$ cat src/rtl/gram_arbiter_pkg.sv
// Shared constants for the gram frame-buffer arbiter: address geometry,
// FSM state encodings and initial bank assignments.
package gram_arbiter_pkg;
    localparam int ROW_W = 13;
    localparam int COL_W = 9;
    localparam int LVL_W = 10;
    localparam int AW    = 2 + ROW_W + COL_W;
    localparam int CNT_W = 12;

    localparam logic [2:0] S_IDLE     = 3'd0;
    localparam logic [2:0] S_ISSUE_WR = 3'd1;
    localparam logic [2:0] S_ISSUE_RD = 3'd2;
    localparam logic [2:0] S_WAIT_HI  = 3'd3;
    localparam logic [2:0] S_WAIT_LO  = 3'd4;

    localparam logic [1:0] WR_BANK_INIT = 2'b00;
    localparam logic [1:0] RD_BANK_INIT = 2'b11;

    function automatic logic [AW-1:0] mk_addr(input logic [1:0] bank, input logic [ROW_W-1:0] row);
        return {bank, row, {COL_W{1'b0}}};
    endfunction
endpackage

$ cat src/rtl/gram_arbiter_if.sv
// FIFO-level / sdram_core handshake bundle seen by the arbiter.
interface gram_arbiter_if;
    import gram_arbiter_pkg::*;

    logic             init_done;
    logic [LVL_W-1:0] wr_level;
    logic [LVL_W-1:0] rd_level;
    logic             wr_busy;
    logic             rd_busy;
    logic             wr_request;
    logic             rd_request;
    logic [AW-1:0]    wr_addr;
    logic [AW-1:0]    rd_addr;
    logic             wr_frame;
    logic             rd_frame;
    logic             rd_repeat;
    logic             err;

    modport master (
        input  init_done, wr_level, rd_level, wr_busy, rd_busy,
        output wr_request, rd_request, wr_addr, rd_addr, wr_frame, rd_frame, rd_repeat, err
    );
    modport slave (
        output init_done, wr_level, rd_level, wr_busy, rd_busy,
        input  wr_request, rd_request, wr_addr, rd_addr, wr_frame, rd_frame, rd_repeat, err
    );
endinterface

$ cat src/rtl/gram_arbiter_frame_ptr.sv
// Row counter plus bank register for one side of the ping-pong frame buffer.
// The bank flips at frame end only when i_cond_toggle is set.
module gram_arbiter_frame_ptr
    import gram_arbiter_pkg::*;
#(
    parameter int         ROWS      = 1200,
    parameter logic [1:0] BANK_INIT = 2'b00
) (
    input  logic             i_clk,
    input  logic             i_rst_n,
    input  logic             i_adv,
    input  logic             i_cond_toggle,
    output logic [ROW_W-1:0] o_row,
    output logic [1:0]       o_bank,
    output logic             o_last,
    output logic             o_frame
);
    logic [ROW_W-1:0] r_row;
    logic [1:0]       r_bank;
    logic             r_frame;
    logic             w_last;

    assign w_last = (r_row == ROW_W'(ROWS - 1));

    always_ff @(posedge i_clk) begin
        if (!i_rst_n) begin
            r_row   <= '0;
            r_bank  <= BANK_INIT;
            r_frame <= 1'b0;
        end else begin
            r_frame <= i_adv & w_last;
            if (i_adv) begin
                if (w_last) begin
                    r_row <= '0;
                    if (i_cond_toggle)
                        r_bank <= ~r_bank;
                end else begin
                    r_row <= r_row + 1'b1;
                end
            end
        end
    end

    assign o_row   = r_row;
    assign o_bank  = r_bank;
    assign o_last  = w_last;
    assign o_frame = r_frame;
endmodule

$ cat src/rtl/gram_arbiter.sv
// Grants one SDRAM burst at a time between the CMOS write FIFO and the VGA
// read FIFO, and tracks ping-pong frame banks for both sides.
module gram_arbiter
    import gram_arbiter_pkg::*;
#(
    parameter int BURST_LEN      = 256,
    parameter int ROWS_PER_FRAME = 1200,
    parameter int RD_URGENT      = 128,
    parameter int WR_URGENT      = 384,
    parameter int TIMEOUT        = 4095
) (
    input  logic                  i_clk,
    input  logic                  i_rst_n,
    gram_arbiter_if.master        io_bus
);
    logic [2:0]       r_state;
    logic             r_last_wr;
    logic [CNT_W-1:0] r_cnt;
    logic             r_err;
    logic             r_rd_repeat;

    logic             w_wr_ok, w_rd_ok, w_wr_urg, w_rd_urg, w_grant_rd, w_grant_wr;
    logic             w_busy, w_timeout, w_done, w_wr_adv, w_rd_adv, w_rd_cond;
    logic [ROW_W-1:0] w_wr_row, w_rd_row;
    logic [1:0]       w_wr_bank, w_rd_bank;
    logic             w_wr_last, w_rd_last, w_wr_frame, w_rd_frame;

    assign w_wr_ok  = io_bus.init_done & (io_bus.wr_level >= LVL_W'(BURST_LEN)) & ~io_bus.wr_busy;
    assign w_rd_ok  = io_bus.init_done & (io_bus.rd_level <  LVL_W'(BURST_LEN)) & ~io_bus.rd_busy;
    assign w_rd_urg = w_rd_ok & (io_bus.rd_level <  LVL_W'(RD_URGENT));
    assign w_wr_urg = w_wr_ok & (io_bus.wr_level >= LVL_W'(WR_URGENT));

    // Urgent read beats everything; otherwise an urgent write, else alternate.
    assign w_grant_rd = w_rd_ok & (w_rd_urg | ~w_wr_ok | (~w_wr_urg & r_last_wr));
    assign w_grant_wr = w_wr_ok & ~w_grant_rd;

    assign w_busy    = r_last_wr ? io_bus.wr_busy : io_bus.rd_busy;
    assign w_timeout = (r_cnt == CNT_W'(TIMEOUT));
    assign w_done    = (r_state == S_WAIT_LO) & ~w_busy;
    assign w_wr_adv  = w_done &  r_last_wr;
    assign w_rd_adv  = w_done & ~r_last_wr;
    // Reader only moves to the other bank once the writer has left it.
    assign w_rd_cond = (w_rd_bank == w_wr_bank);

    gram_arbiter_frame_ptr #(.ROWS(ROWS_PER_FRAME), .BANK_INIT(WR_BANK_INIT)) u_wr_ptr (
        .i_clk(i_clk), .i_rst_n(i_rst_n), .i_adv(w_wr_adv), .i_cond_toggle(1'b1),
        .o_row(w_wr_row), .o_bank(w_wr_bank), .o_last(w_wr_last), .o_frame(w_wr_frame)
    );

    gram_arbiter_frame_ptr #(.ROWS(ROWS_PER_FRAME), .BANK_INIT(RD_BANK_INIT)) u_rd_ptr (
        .i_clk(i_clk), .i_rst_n(i_rst_n), .i_adv(w_rd_adv), .i_cond_toggle(w_rd_cond),
        .o_row(w_rd_row), .o_bank(w_rd_bank), .o_last(w_rd_last), .o_frame(w_rd_frame)
    );

    always_ff @(posedge i_clk) begin
        if (!i_rst_n) begin
            r_state     <= S_IDLE;
            r_last_wr   <= 1'b0;
            r_cnt       <= '0;
            r_err       <= 1'b0;
            r_rd_repeat <= 1'b0;
        end else begin
            r_rd_repeat <= w_rd_adv & w_rd_last & ~w_rd_cond;
            case (r_state)
                S_IDLE: begin
                    r_cnt <= '0;
                    if (w_grant_rd) begin
                        r_state   <= S_ISSUE_RD;
                        r_last_wr <= 1'b0;
                    end else if (w_grant_wr) begin
                        r_state   <= S_ISSUE_WR;
                        r_last_wr <= 1'b1;
                    end
                end
                S_ISSUE_WR, S_ISSUE_RD: begin
                    r_state <= S_WAIT_HI;
                    r_cnt   <= '0;
                end
                S_WAIT_HI: begin
                    if (w_busy) begin
                        r_state <= S_WAIT_LO;
                        r_cnt   <= '0;
                    end else if (w_timeout) begin
                        r_err   <= 1'b1;
                        r_state <= S_IDLE;
                    end else begin
                        r_cnt <= r_cnt + 1'b1;
                    end
                end
                S_WAIT_LO: begin
                    if (!w_busy) begin
                        r_state <= S_IDLE;
                    end else if (w_timeout) begin
                        r_err   <= 1'b1;
                        r_state <= S_IDLE;
                    end else begin
                        r_cnt <= r_cnt + 1'b1;
                    end
                end
                default: r_state <= S_IDLE;
            endcase
        end
    end

    assign io_bus.wr_request = (r_state == S_ISSUE_WR);
    assign io_bus.rd_request = (r_state == S_ISSUE_RD);
    assign io_bus.wr_addr    = mk_addr(w_wr_bank, w_wr_row);
    assign io_bus.rd_addr    = mk_addr(w_rd_bank, w_rd_row);
    assign io_bus.wr_frame   = w_wr_frame;
    assign io_bus.rd_frame   = w_rd_frame;
    assign io_bus.rd_repeat  = r_rd_repeat;
    assign io_bus.err        = r_err;
endmodule
$ cat src/flat_wrapper.sv
// flat-port wrapper written by rule: the top's interface ports become plain ports
module gram_arbiter_flat import gram_arbiter_pkg::*;
#(
    parameter int BURST_LEN      = 256,
    parameter int ROWS_PER_FRAME = 1200,
    parameter int RD_URGENT      = 128,
    parameter int WR_URGENT      = 384,
    parameter int TIMEOUT        = 4095
)
  (i_clk, i_rst_n, io_bus_init_done, io_bus_wr_level, io_bus_rd_level, io_bus_wr_busy, io_bus_rd_busy, io_bus_wr_request, io_bus_rd_request, io_bus_wr_addr, io_bus_rd_addr, io_bus_wr_frame, io_bus_rd_frame, io_bus_rd_repeat, io_bus_err);
  gram_arbiter_if io_bus_i ();
  input  logic i_clk;
  input  logic i_rst_n;
  input wire logic [$bits(io_bus_i.init_done)-1:0] io_bus_init_done;
  input wire logic [$bits(io_bus_i.wr_level)-1:0] io_bus_wr_level;
  input wire logic [$bits(io_bus_i.rd_level)-1:0] io_bus_rd_level;
  input wire logic [$bits(io_bus_i.wr_busy)-1:0] io_bus_wr_busy;
  input wire logic [$bits(io_bus_i.rd_busy)-1:0] io_bus_rd_busy;
  output wire logic [$bits(io_bus_i.wr_request)-1:0] io_bus_wr_request;
  output wire logic [$bits(io_bus_i.rd_request)-1:0] io_bus_rd_request;
  output wire logic [$bits(io_bus_i.wr_addr)-1:0] io_bus_wr_addr;
  output wire logic [$bits(io_bus_i.rd_addr)-1:0] io_bus_rd_addr;
  output wire logic [$bits(io_bus_i.wr_frame)-1:0] io_bus_wr_frame;
  output wire logic [$bits(io_bus_i.rd_frame)-1:0] io_bus_rd_frame;
  output wire logic [$bits(io_bus_i.rd_repeat)-1:0] io_bus_rd_repeat;
  output wire logic [$bits(io_bus_i.err)-1:0] io_bus_err;
  assign io_bus_i.init_done = io_bus_init_done;
  assign io_bus_i.wr_level = io_bus_wr_level;
  assign io_bus_i.rd_level = io_bus_rd_level;
  assign io_bus_i.wr_busy = io_bus_wr_busy;
  assign io_bus_i.rd_busy = io_bus_rd_busy;
  assign io_bus_wr_request = io_bus_i.wr_request;
  assign io_bus_rd_request = io_bus_i.rd_request;
  assign io_bus_wr_addr = io_bus_i.wr_addr;
  assign io_bus_rd_addr = io_bus_i.rd_addr;
  assign io_bus_wr_frame = io_bus_i.wr_frame;
  assign io_bus_rd_frame = io_bus_i.rd_frame;
  assign io_bus_rd_repeat = io_bus_i.rd_repeat;
  assign io_bus_err = io_bus_i.err;
  gram_arbiter #(.BURST_LEN(BURST_LEN), .ROWS_PER_FRAME(ROWS_PER_FRAME), .RD_URGENT(RD_URGENT), .WR_URGENT(WR_URGENT), .TIMEOUT(TIMEOUT)) u_core (.i_clk(i_clk), .i_rst_n(i_rst_n), .io_bus(io_bus_i));
endmodule
$ cat config.mk
export PLATFORM = sky130hd
export DESIGN_NAME = gram_arbiter_flat
export DESIGN_NICKNAME = d
export VERILOG_FILES = /design/src/rtl/gram_arbiter_pkg.sv /design/src/rtl/gram_arbiter_if.sv /design/src/rtl/gram_arbiter_frame_ptr.sv /design/src/rtl/gram_arbiter.sv /design/src/flat_wrapper.sv
export SDC_FILE = /design/constraint.sdc
export NUM_CORES = 1
export LEC_CHECK = 0
export CAP_MARGIN = 10
export CORE_UTILIZATION = 42
export DETAILED_ROUTE_END_ITERATION = 12
export GPL_TIMING_DRIVEN = 0
export PLACE_DENSITY = 0.76
export SETUP_SLACK_MARGIN = 0.3
export SLEW_MARGIN = 10
export SYNTH_ARGS = -nofsm -noshare
export SYNTH_HDL_FRONTEND = slang
export SYNTH_SLANG_ARGS = --single-unit
export TNS_END_PERCENT = 5
$ cat constraint.sdc
create_clock -name i_clk -period 1.9 [get_ports i_clk]
set_clock_uncertainty 0.2 [all_clocks]
set_input_delay 0.38 -clock i_clk [delete_from_list [all_inputs] [get_ports i_clk]]
set_output_delay 0.38 -clock i_clk [all_outputs]
set_load 0.01 [all_outputs]
==> results of run 1 <==
## per-stage QoR
step,std cells,hold slack (ps),setup WS (ps)
floorplan,317,254,9.70
global placement,435,267,-645
detailed placement,435,274,-699
CTS,455,290,-62.5
global route,460,316,-102
finish,460,297,-41.7
## flip-flops by register name, indices dropped and copies added, names as in the netlist
signal / cells
u_core.u_wr_ptr.o_frame: 1
u_core.io_bus.err: 1
u_core.u_rd_ptr.o_frame: 1
u_core.u_rd_ptr.o_row: 13
u_core.u_wr_ptr.o_bank: 2
u_core.u_rd_ptr.o_bank: 2
u_core.u_wr_ptr.o_row: 13
u_core.r_state: 3
u_core.r_last_wr: 1
u_core.r_cnt: 12
u_core.io_bus.rd_repeat: 1
## path summary, 6_finish.rpt
| check | slack, ps | from | endpoint | depth (start not counted) |
|---|---|---|---|---|
| max reg2reg | -40 | u_core.r_last_wr$_SDFFE_PN0P_ | u_core.r_cnt[5]$_SDFFE_PN0P_ | 6 |
| min | 300 | u_core.r_cnt[1]$_SDFFE_PN0P_ | u_core.r_cnt[1]$_SDFFE_PN0P_ | 2 |
| min reg2reg | 300 | u_core.r_cnt[1]$_SDFFE_PN0P_ | u_core.r_cnt[1]$_SDFFE_PN0P_ | 2 |
| max | -40 | u_core.r_last_wr$_SDFFE_PN0P_ | u_core.r_cnt[5]$_SDFFE_PN0P_ | 6 |
## repair_timing
action / in CTS / in global routing
setup buffers: 12 / 5
resized for setup: 112 / 44
endpoints found under the hold margin: 0 / 0
endpoints found under the setup margin: 86 / 70
pin swaps: 32 / 18
## per-layer routing
metal | vias up | global-route usage | wire length [microns]
met3 | 10 | 0.0491 | 385
met2 | 82 | 0.338 | 3170
met4 | 0 | 0.0714 | 98
met5 | - | 0 | 0
li1 | 1176 | - | -
met1 | 1114 | 0.257 | 2800
## layout make-up
| cell class | count | area (sq um) |
|---|---|---|
| Multi-Input combinational cell | 232 | 1680 |
| Clock inverter | 2 | 13.8 |
| Inverter | 7 | 26.3 |
| Buffer | 28 | 245 |
| Timing Repair Buffer | 63 | 551 |
| Tap cell | 72 | 90.1 |
| Fill cell | 463 | 1940 |
| Clock buffer | 6 | 72.6 |
| Sequential cell | 50 | 1060 |
## logic make-up after synthesis
group,after synthesis,synth area share
AND/OR/NAND/NOR,143,0.286
flip-flops,50,0.393
XOR/XNOR,36,0.124
buffers and inverters,35,0.0855
AO/OA/AOI/OAI,27,0.0737
multiplexers,5,0.0211
adder cells (fa/ha/maj),3,0.0147
other,1,0.00147
## power groups by stage
stage                     sequential, mW  combinational, mW  clock (mW)
after floorplan                     1.11              0.229           0
after CTS                           1.09              0.384       0.627
after global placement              1.11              0.313           0
after global routing                1.09              0.451       0.682
after detailed placement            1.11              0.317           0
final                               1.08              0.419       0.619
## worst max-delay path, delay by kind of cell, from the launching register on
family / cells / cell delay (ps)
and+or+nand+nor: 2 / 410
buffers and inverters: 1 / 110
DFF: 1 / 330
muxes: 1 / 200
AOI/OAI and AO/OA: 1 / 410
xor gates and xnor gates: 1 / 170
## placed cells by master (no fill, tap or decap), types with 4 or more instances in the layout
cell type,instances
a21oi_1,5
xnor2_1,23
nor2_1,44
a21oi_2,4
buf_4,35
nor4_2,4
nand3_2,5
clkbuf_8,7
mux2i_1,4
and2_1,4
clkdlybuf4s50_1,8
conb_1,18
xor2_1,12
inv_1,6
nand4_1,14
buf_6,4
nand3_1,9
dlygate4sd2_1,31
dfxtp_2,21
dfxtp_4,9
dfxtp_1,20
nand2_1,19
==> results.json, run 1 <==
{
  "status": "finished, violations left",
  "violations": "negative setup slack",
  "crit_chain": "buf_6, mux2i_4, o31a_2, nor4_2, xnor2_1, nor2_1",
  "drt-wirelength-per-cell_microns": 14.0,
  "utilization": 0.658,
  "power_mw": 2.12,
  "ys_warn_count": 0,
  "slew_violations": 0,
  "drv_cap": 0,
  "final_nets": 415,
  "period_needed_ps": 1940,
  "cellPowerDensity_nw_per_um2": 568,
  "grt_use_total": 0.204,
  "pwr-share-clk": 0.292,
  "drt_iter0_drc": 153,
  "cts_htree_levels": 2,
  "slew_headroom": 0.608,
  "cp.required_ps": 1900,
  "area_growth_pct": 46.7,
  "gp_congestion": 0.867,
  "hold_path_class": "register to register",
  "cts_hold_buffers": 0,
  "design_area_sq_um": 3730,
  "vias_per_cell": 5.18,
  "dp_hpwl_microns": 4070,
  "yosys-top-cells-count": "dfxtp_1, nor2_1, xnor2_1, nand2_1, buf_4",
  "sequentialPowerShare": 0.511,
  "diodes": 0,
  "yosysMostFrequentCell": "dfxtp_1",
  "finalHoldViolCount": 0,
  "critical_path_class": "register to register",
  "root_buffer": "clkbuf_8",
  "synth-edff-count": 0,
  "portBuffers": 46,
  "async_reset_ff_frac": 0,
  "crit_fanout": 6,
  "start_util": 0.449,
  "cts.clk_slew.worst_paths_ps": 90,
  "swShare": 0.281,
  "end_kind": "register",
  "max_freq_mhz": 515,
  "synthesis.instances": 300,
  "rsz0062_at_grt": "yes",
  "power.internal_mw": 1.53,
  "ys_types": 44,
  "ys_seq_area_frac": 0.393,
  "core_area_sq_um": 5680,
  "peakVddDrop_uv": 315,
  "leakage_nw": 1.54,
  "synth_top_area_frac": 0.393,
  "dieArea_sq_um": 6380,
  "synth_area_leaders": "dfxtp_1, xnor2_1, nor2_1, buf_4, xor2_1",
  "cts_made_buffers": 5,
  "synth.avg_cell_area_sq_um": 8.49,
  "worstMarginPinSlew_ps": 580,
  "dieHeight_microns": 79.9,
  "synth_top_flop_cell": "dfxtp_1",
  "worst_slack_ps": -41.7,
  "tns_ps": -54.4,
  "setup_viol": 2,
  "drcViolationCount": 0,
  "drive_above_1_share": 0.338,
  "grt_overflow_total": 0,
  "clkSinkCount": 50,
  "max_stage_delay_ps": 410,
  "grt_max_degree": 16,
  "ys_seq_elements": 50,
  "cts_tree": "built",
  "ant_nets": 0,
  "dpl_cell_area_sq_um": 3200,
  "first_pass_iters": 4,
  "antenna_found_initial": 0,
  "net-switching-power_uw": 596,
  "combPwrFrac": 0.198,
  "vias": 2382,
  "grt_pass1_wl_microns": 10200,
  "startpoint_type": "register",
  "yosys.area.top_type": "dfxtp_1",
  "pin_count": 79,
  "slowest_stage": "o31a_2",
  "wirelength_microns": 6450,
  "die_w_microns": 79.9,
  "worstPathArrival_ps": 1940,
  "clk_latency_ps": 300,
  "synthesis.area_sq_um": 2550,
  "first_global_vias": 2182,
  "fin_crit_sh": 1.02,
  "cts_buffer_depth": 2,
  "row_count": 27
}
Power figures use the tool's default switching activity.
==> run 2: changes to the inputs <==
CORE_UTILIZATION = 40   (was 42)
PLACE_DENSITY = 0.73   (was 0.76)
==> results.json, run 2 (synthesized netlist as in run 1, its figures left out) <==
{
  "wirelength_microns": 6090,
  "end_kind": "register",
  "worstMarginPinSlew_ps": 556,
  "critical_path_class": "register to register",
  "grt_pass1_wl_microns": 9690,
  "crit_buf_inv": 0,
  "cellPowerDensity_nw_per_um2": 605,
  "cts.clk_slew.worst_paths_ps": 90,
  "tns_ps": -94.3,
  "rsz0062_at_grt": "yes",
  "slew_headroom": 0.627,
  "diodes": 0,
  "dp_hpwl_microns": 4080,
  "power.internal_mw": 1.68,
  "finalHoldViolCount": 0,
  "area_growth_pct": 46.5,
  "cts_buffer_depth": 2,
  "pin_count": 79,
  "fin_crit_sh": 1.03,
  "vias_per_cell": 5.06,
  "drv_cap": 0,
  "combPwrFrac": 0.192,
  "swShare": 0.256,
  "crit_family": "simple AND/OR/NAND/NOR gates",
  "layout.cells.most_common": "nor2_1",
  "final_cell_mix": "nor2_1, buf_4, dlygate4sd2_1",
  "max_stage_delay_ps": 510,
  "crit_fanout": 5,
  "dpl_cell_area_sq_um": 3200,
  "first_global_vias": 2120,
  "first_pass_iters": 4,
  "dpl_worst_slack_ps": -677,
  "drt-wirelength-per-cell_microns": 13.1,
  "slew_violations": 0,
  "vias": 2359,
  "startpoint_type": "register",
  "power_mw": 2.26,
  "cts_hold_buffers": 0,
  "use_met2": 0.321,
  "clkSinkCount": 50,
  "root_buffer": "clkbuf_8",
  "drive_above_1_share": 0.327,
  "status": "finished, violations left",
  "dieArea_sq_um": 6690,
  "grt_overflow_total": 0,
  "die_w_microns": 81.8,
  "sequentialPowerShare": 0.482,
  "pwr-share-clk": 0.326,
  "antenna_found_initial": 0,
  "cp.required_ps": 1940,
  "worst_slack_ps": -51.4,
  "max_freq_mhz": 512,
  "net-switching-power_uw": 579,
  "crit_chain": "nand4_1, nor3_2, o211ai_2, or4b_1, a21oi_1",
  "grtUsageMet1": 0.237,
  "dieHeight_microns": 81.8,
  "violations": "negative setup slack",
  "design_area_sq_um": 3730,
  "core_area_sq_um": 6030,
  "drt_iter0_drc": 100,
  "grt_max_degree": 15,
  "setup_viol": 8,
  "start_util": 0.423,
  "gr-max-usage-layer": "met2",
  "gr-usage-met3": 0.0367,
  "nFillCells": 519,
  "clk_latency_ps": 300,
  "slowest_stage": "or4b_1",
  "portBuffers": 46,
  "worstPathArrival_ps": 1990,
  "hold_path_class": "register to register",
  "grt_use_total": 0.188,
  "cts_htree_levels": 2,
  "final_nets": 418,
  "period_needed_ps": 1950,
  "drcViolationCount": 0,
  "cts_made_buffers": 5,
  "gp_congestion": 0.852,
  "peakVddDrop_uv": 438,
  "row_count": 28,
  "ant_nets": 0,
  "cts_tree": "built",
  "leakage_nw": 1.50
}
==> run 2: changes by cell type in the layout (fill, tap and decap cells not counted), moves of 3 or more <==
cell / delta
buf_4: +3
dfxtp_2: +7
dfxtp_1: -3
dfxtp_4: -4
dlygate4sd2_1: +3
a21oi_2: -3
a21oi_1: +3
==> run 2: final timing paths <==
kind                                 from                            to  slack (ps)  depth (start not counted)
min          u_core.r_cnt[1]$_SDFFE_PN0P_  u_core.r_cnt[1]$_SDFFE_PN0P_         290                          2
min reg2reg  u_core.r_cnt[1]$_SDFFE_PN0P_  u_core.r_cnt[1]$_SDFFE_PN0P_         290                          2
max reg2reg  u_core.r_cnt[6]$_SDFFE_PN0P_  u_core.r_cnt[9]$_SDFFE_PN0P_         -50                          5
max          u_core.r_cnt[6]$_SDFFE_PN0P_  u_core.r_cnt[9]$_SDFFE_PN0P_         -50                          5
==> run 2: per-layer routing <==
| layer | part of all wire | up-vias |
|---|---|---|
| met3 | 0.045 | 11 |
| li1 | - | 1172 |
| met1 | 0.44 | 1102 |
| met4 | 0.016 | 0 |
| met2 | 0.50 | 74 |
| met5 | 0 | - |
==> run 2: final cells by class <==
type | instances | area (sq um) | area share
Buffer | 28 | 244 | 0.0654
Clock buffer | 7 | 76.3 | 0.0205
Clock inverter | 1 | 30.0 | 0.00805
Inverter | 7 | 26.3 | 0.00704
Multi-Input combinational cell | 232 | 1640 | 0.439
Sequential cell | 50 | 1050 | 0.283
Tap cell | 75 | 93.8 | 0.0252
Timing Repair Buffer | 66 | 568 | 0.152
==> run 2: timing repair <==
action,4_1_cts,5_1_grt
resized for setup,120,25
setup buffers,12,8
setup endpoints to repair,86,55
pin swaps,43,18
endpoints found under the hold margin,0,0
gates cloned,0,0
==> run 2: stage by stage <==
step | util | std cells | hold slack (ps)
3_3_place_gp | 0.531 | 438 | 266
3_5_place_dp | 0.531 | 438 | 269
6_report | 0.619 | 466 | 290
5_1_grt | 0.619 | 466 | 320
4_1_cts | 0.594 | 458 | 282
2_1_floorplan | - | 317 | 254
==> run 2: tightest hold or removal path, delay by kind of cell (launching register included) <==
| family | cells | cell delay [ps] |
|---|---|---|
| AND/OR/NAND/NOR | 1 | 60 |
| flip-flops | 1 | 350 |
| AO/OA/AOI/OAI | 1 | 50 |
==> run 2: power by group through the flow <==
stage	Sequential, mW	Clock (mW)	Combinational, mW
global placement	1.11	0	0.313
finish	1.09	0.735	0.434
detailed placement	1.11	0	0.318
CTS	1.09	0.744	0.402
floorplan	1.11	0	0.229
global route	1.09	0.799	0.469
==> run 3: changes to the inputs <==
CORE_UTILIZATION = 31   (was 40)
PLACE_DENSITY = unset   (was 0.73)
==> results.json, run 3 (synthesized netlist as in run 1, its figures left out) <==
{
  "ant_nets": 0,
  "worstMarginPinSlew_ps": 486,
  "startpoint_type": "register",
  "crit_chain": "buf_6, buf_4, o31ai_4, o211ai_2, or4b_4, a21oi_2",
  "peakVddDrop_uv": 283,
  "drv_cap": 0,
  "antenna_found_initial": 0,
  "cts_made_buffers": 5,
  "gp_congestion": 0.779,
  "die_w_microns": 92.6,
  "grt_pass1_wl_microns": 10500,
  "seq_area_sq_um": 1060,
  "max_stage_delay_ps": 550,
  "first_pass_iters": 4,
  "crit_fanout": 7,
  "drive_above_1_share": 0.391,
  "critical_path_class": "register to register",
  "crit_buf_inv": 2,
  "finalHoldViolCount": 0,
  "rsz0062_at_grt": "yes",
  "grt_use_total": 0.154,
  "slew_headroom": 0.672,
  "portBuffers": 46,
  "nFillCells": 766,
  "layout.cells.most_common": "buf_4",
  "crit_family": "simple AND/OR/NAND/NOR gates",
  "cp.required_ps": 1940,
  "tns_ps": -18.7,
  "violations": "negative setup slack",
  "worstPathArrival_ps": 1960,
  "clk_latency_ps": 300,
  "fin_crit_sh": 1.01,
  "cellPowerDensity_nw_per_um2": 557,
  "worst_slack_ps": -18.7,
  "cts_hold_buffers": 0,
  "power_mw": 2.17,
  "grt_overflow_total": 0,
  "leakage_nw": 1.58,
  "root_buffer": "clkbuf_8",
  "final_nets": 421,
  "max_freq_mhz": 521,
  "multi_input_area_sq_um": 1740,
  "cts_buffer_depth": 2,
  "vias": 2343,
  "final_cell_mix": "buf_4, nor2_1, dlygate4sd2_1",
  "clkSinkCount": 50,
  "diodes": 0,
  "status": "finished, violations left",
  "drcViolationCount": 0,
  "end_kind": "register",
  "drt-wirelength-per-cell_microns": 12.8,
  "drt_iter0_drc": 127,
  "setup_viol": 1,
  "slew_violations": 0,
  "core_area_sq_um": 7850,
  "area_growth_pct": 52.8,
  "dieHeight_microns": 92.6,
  "cts_htree_levels": 2,
  "pin_count": 79,
  "row_count": 32,
  "wirelength_microns": 6350,
  "period_needed_ps": 1920,
  "start_util": 0.324,
  "slowest_stage": "or4b_4",
  "dieArea_sq_um": 8580,
  "hold_path_class": "register to register",
  "vias_per_cell": 4.72,
  "first_global_vias": 2172,
  "cts_tree": "built",
  "dp_hpwl_microns": 4080,
  "cts.clk_slew.worst_paths_ps": 90,
  "grt_max_degree": 15
}
run 3: changes by cell type in the layout (fill, tap and decap cells not counted), moves of 3 or more:
| cell | before | now |
|---|---|---|
| nor2_1 | 43 | 38 |
| nor2_2 | 3 | 7 |
| a21oi_1 | 8 | 5 |
| a21oi_2 | 1 | 4 |
run 3: power breakdown:
group          internal (mW)  switching [mW]
sequential              1.07          0.0216
clock                  0.295           0.348
combinational          0.221           0.216
run 3: cell type report:
cell class | instances | area share
Timing Repair Buffer | 69 | 0.152
Tap cell | 102 | 0.0328
Clock buffer | 7 | 0.0222
Inverter | 7 | 0.00675
Multi-Input combinational cell | 232 | 0.448
Clock inverter | 1 | 0.00129
Buffer | 28 | 0.0656
Sequential cell | 50 | 0.271
run 3: final timing paths:
kind                                  startpoint                        endpoint  slack (ps)  cells after the start
hold reg to reg   u_core.io_bus.err$_SDFFE_PN0P_  u_core.io_bus.err$_SDFFE_PN0P_         300                      2
hold / removal    u_core.io_bus.err$_SDFFE_PN0P_  u_core.io_bus.err$_SDFFE_PN0P_         300                      2
setup reg to reg  u_core.r_state[0]$_SDFFE_PN0P_    u_core.r_cnt[9]$_SDFFE_PN0P_         -20                      6
setup / recovery  u_core.r_state[0]$_SDFFE_PN0P_    u_core.r_cnt[9]$_SDFFE_PN0P_         -20                      6
run 3: repair_timing:
action | in CTS | in global routing
endpoints found under the setup margin | 86 | 60
cloned | 0 | 0
setup buffers | 14 | 9
gates resized for setup | 128 | 49
pin swaps | 39 | 26
run 3: worst reg2reg max path, cell delays in order, from the launching register on:
cell	delay (ps)
dfxtp_2	350
buf_6	130
buf_4	140
o31ai_4	260
o211ai_2	120
or4b_4	550
a21oi_2	120
run 3: metrics by stage:
stage	utilization	instances	setup slack, ps	hold slack [ps]	instance area (sq um)
3_3_place_gp	0.412	465	-637	268	3230
5_1_grt	0.496	496	-114	336	3890
2_1_floorplan	-	317	9.70	254	2650
6_report	0.496	496	-18.7	300	3890
4_1_cts	0.465	487	-83.8	308	3650
3_5_place_dp	0.412	465	-641	292	3230
run 3: routing by layer:
metal | track usage | vias up | share of wire
li1 | - | 1181 | -
met1 | 0.204 | 1088 | 0.47
met2 | 0.251 | 67 | 0.47
met3 | 0.0296 | 7 | 0.048
met4 | 0.0513 | 0 | 0.012
met5 | 0 | - | 0
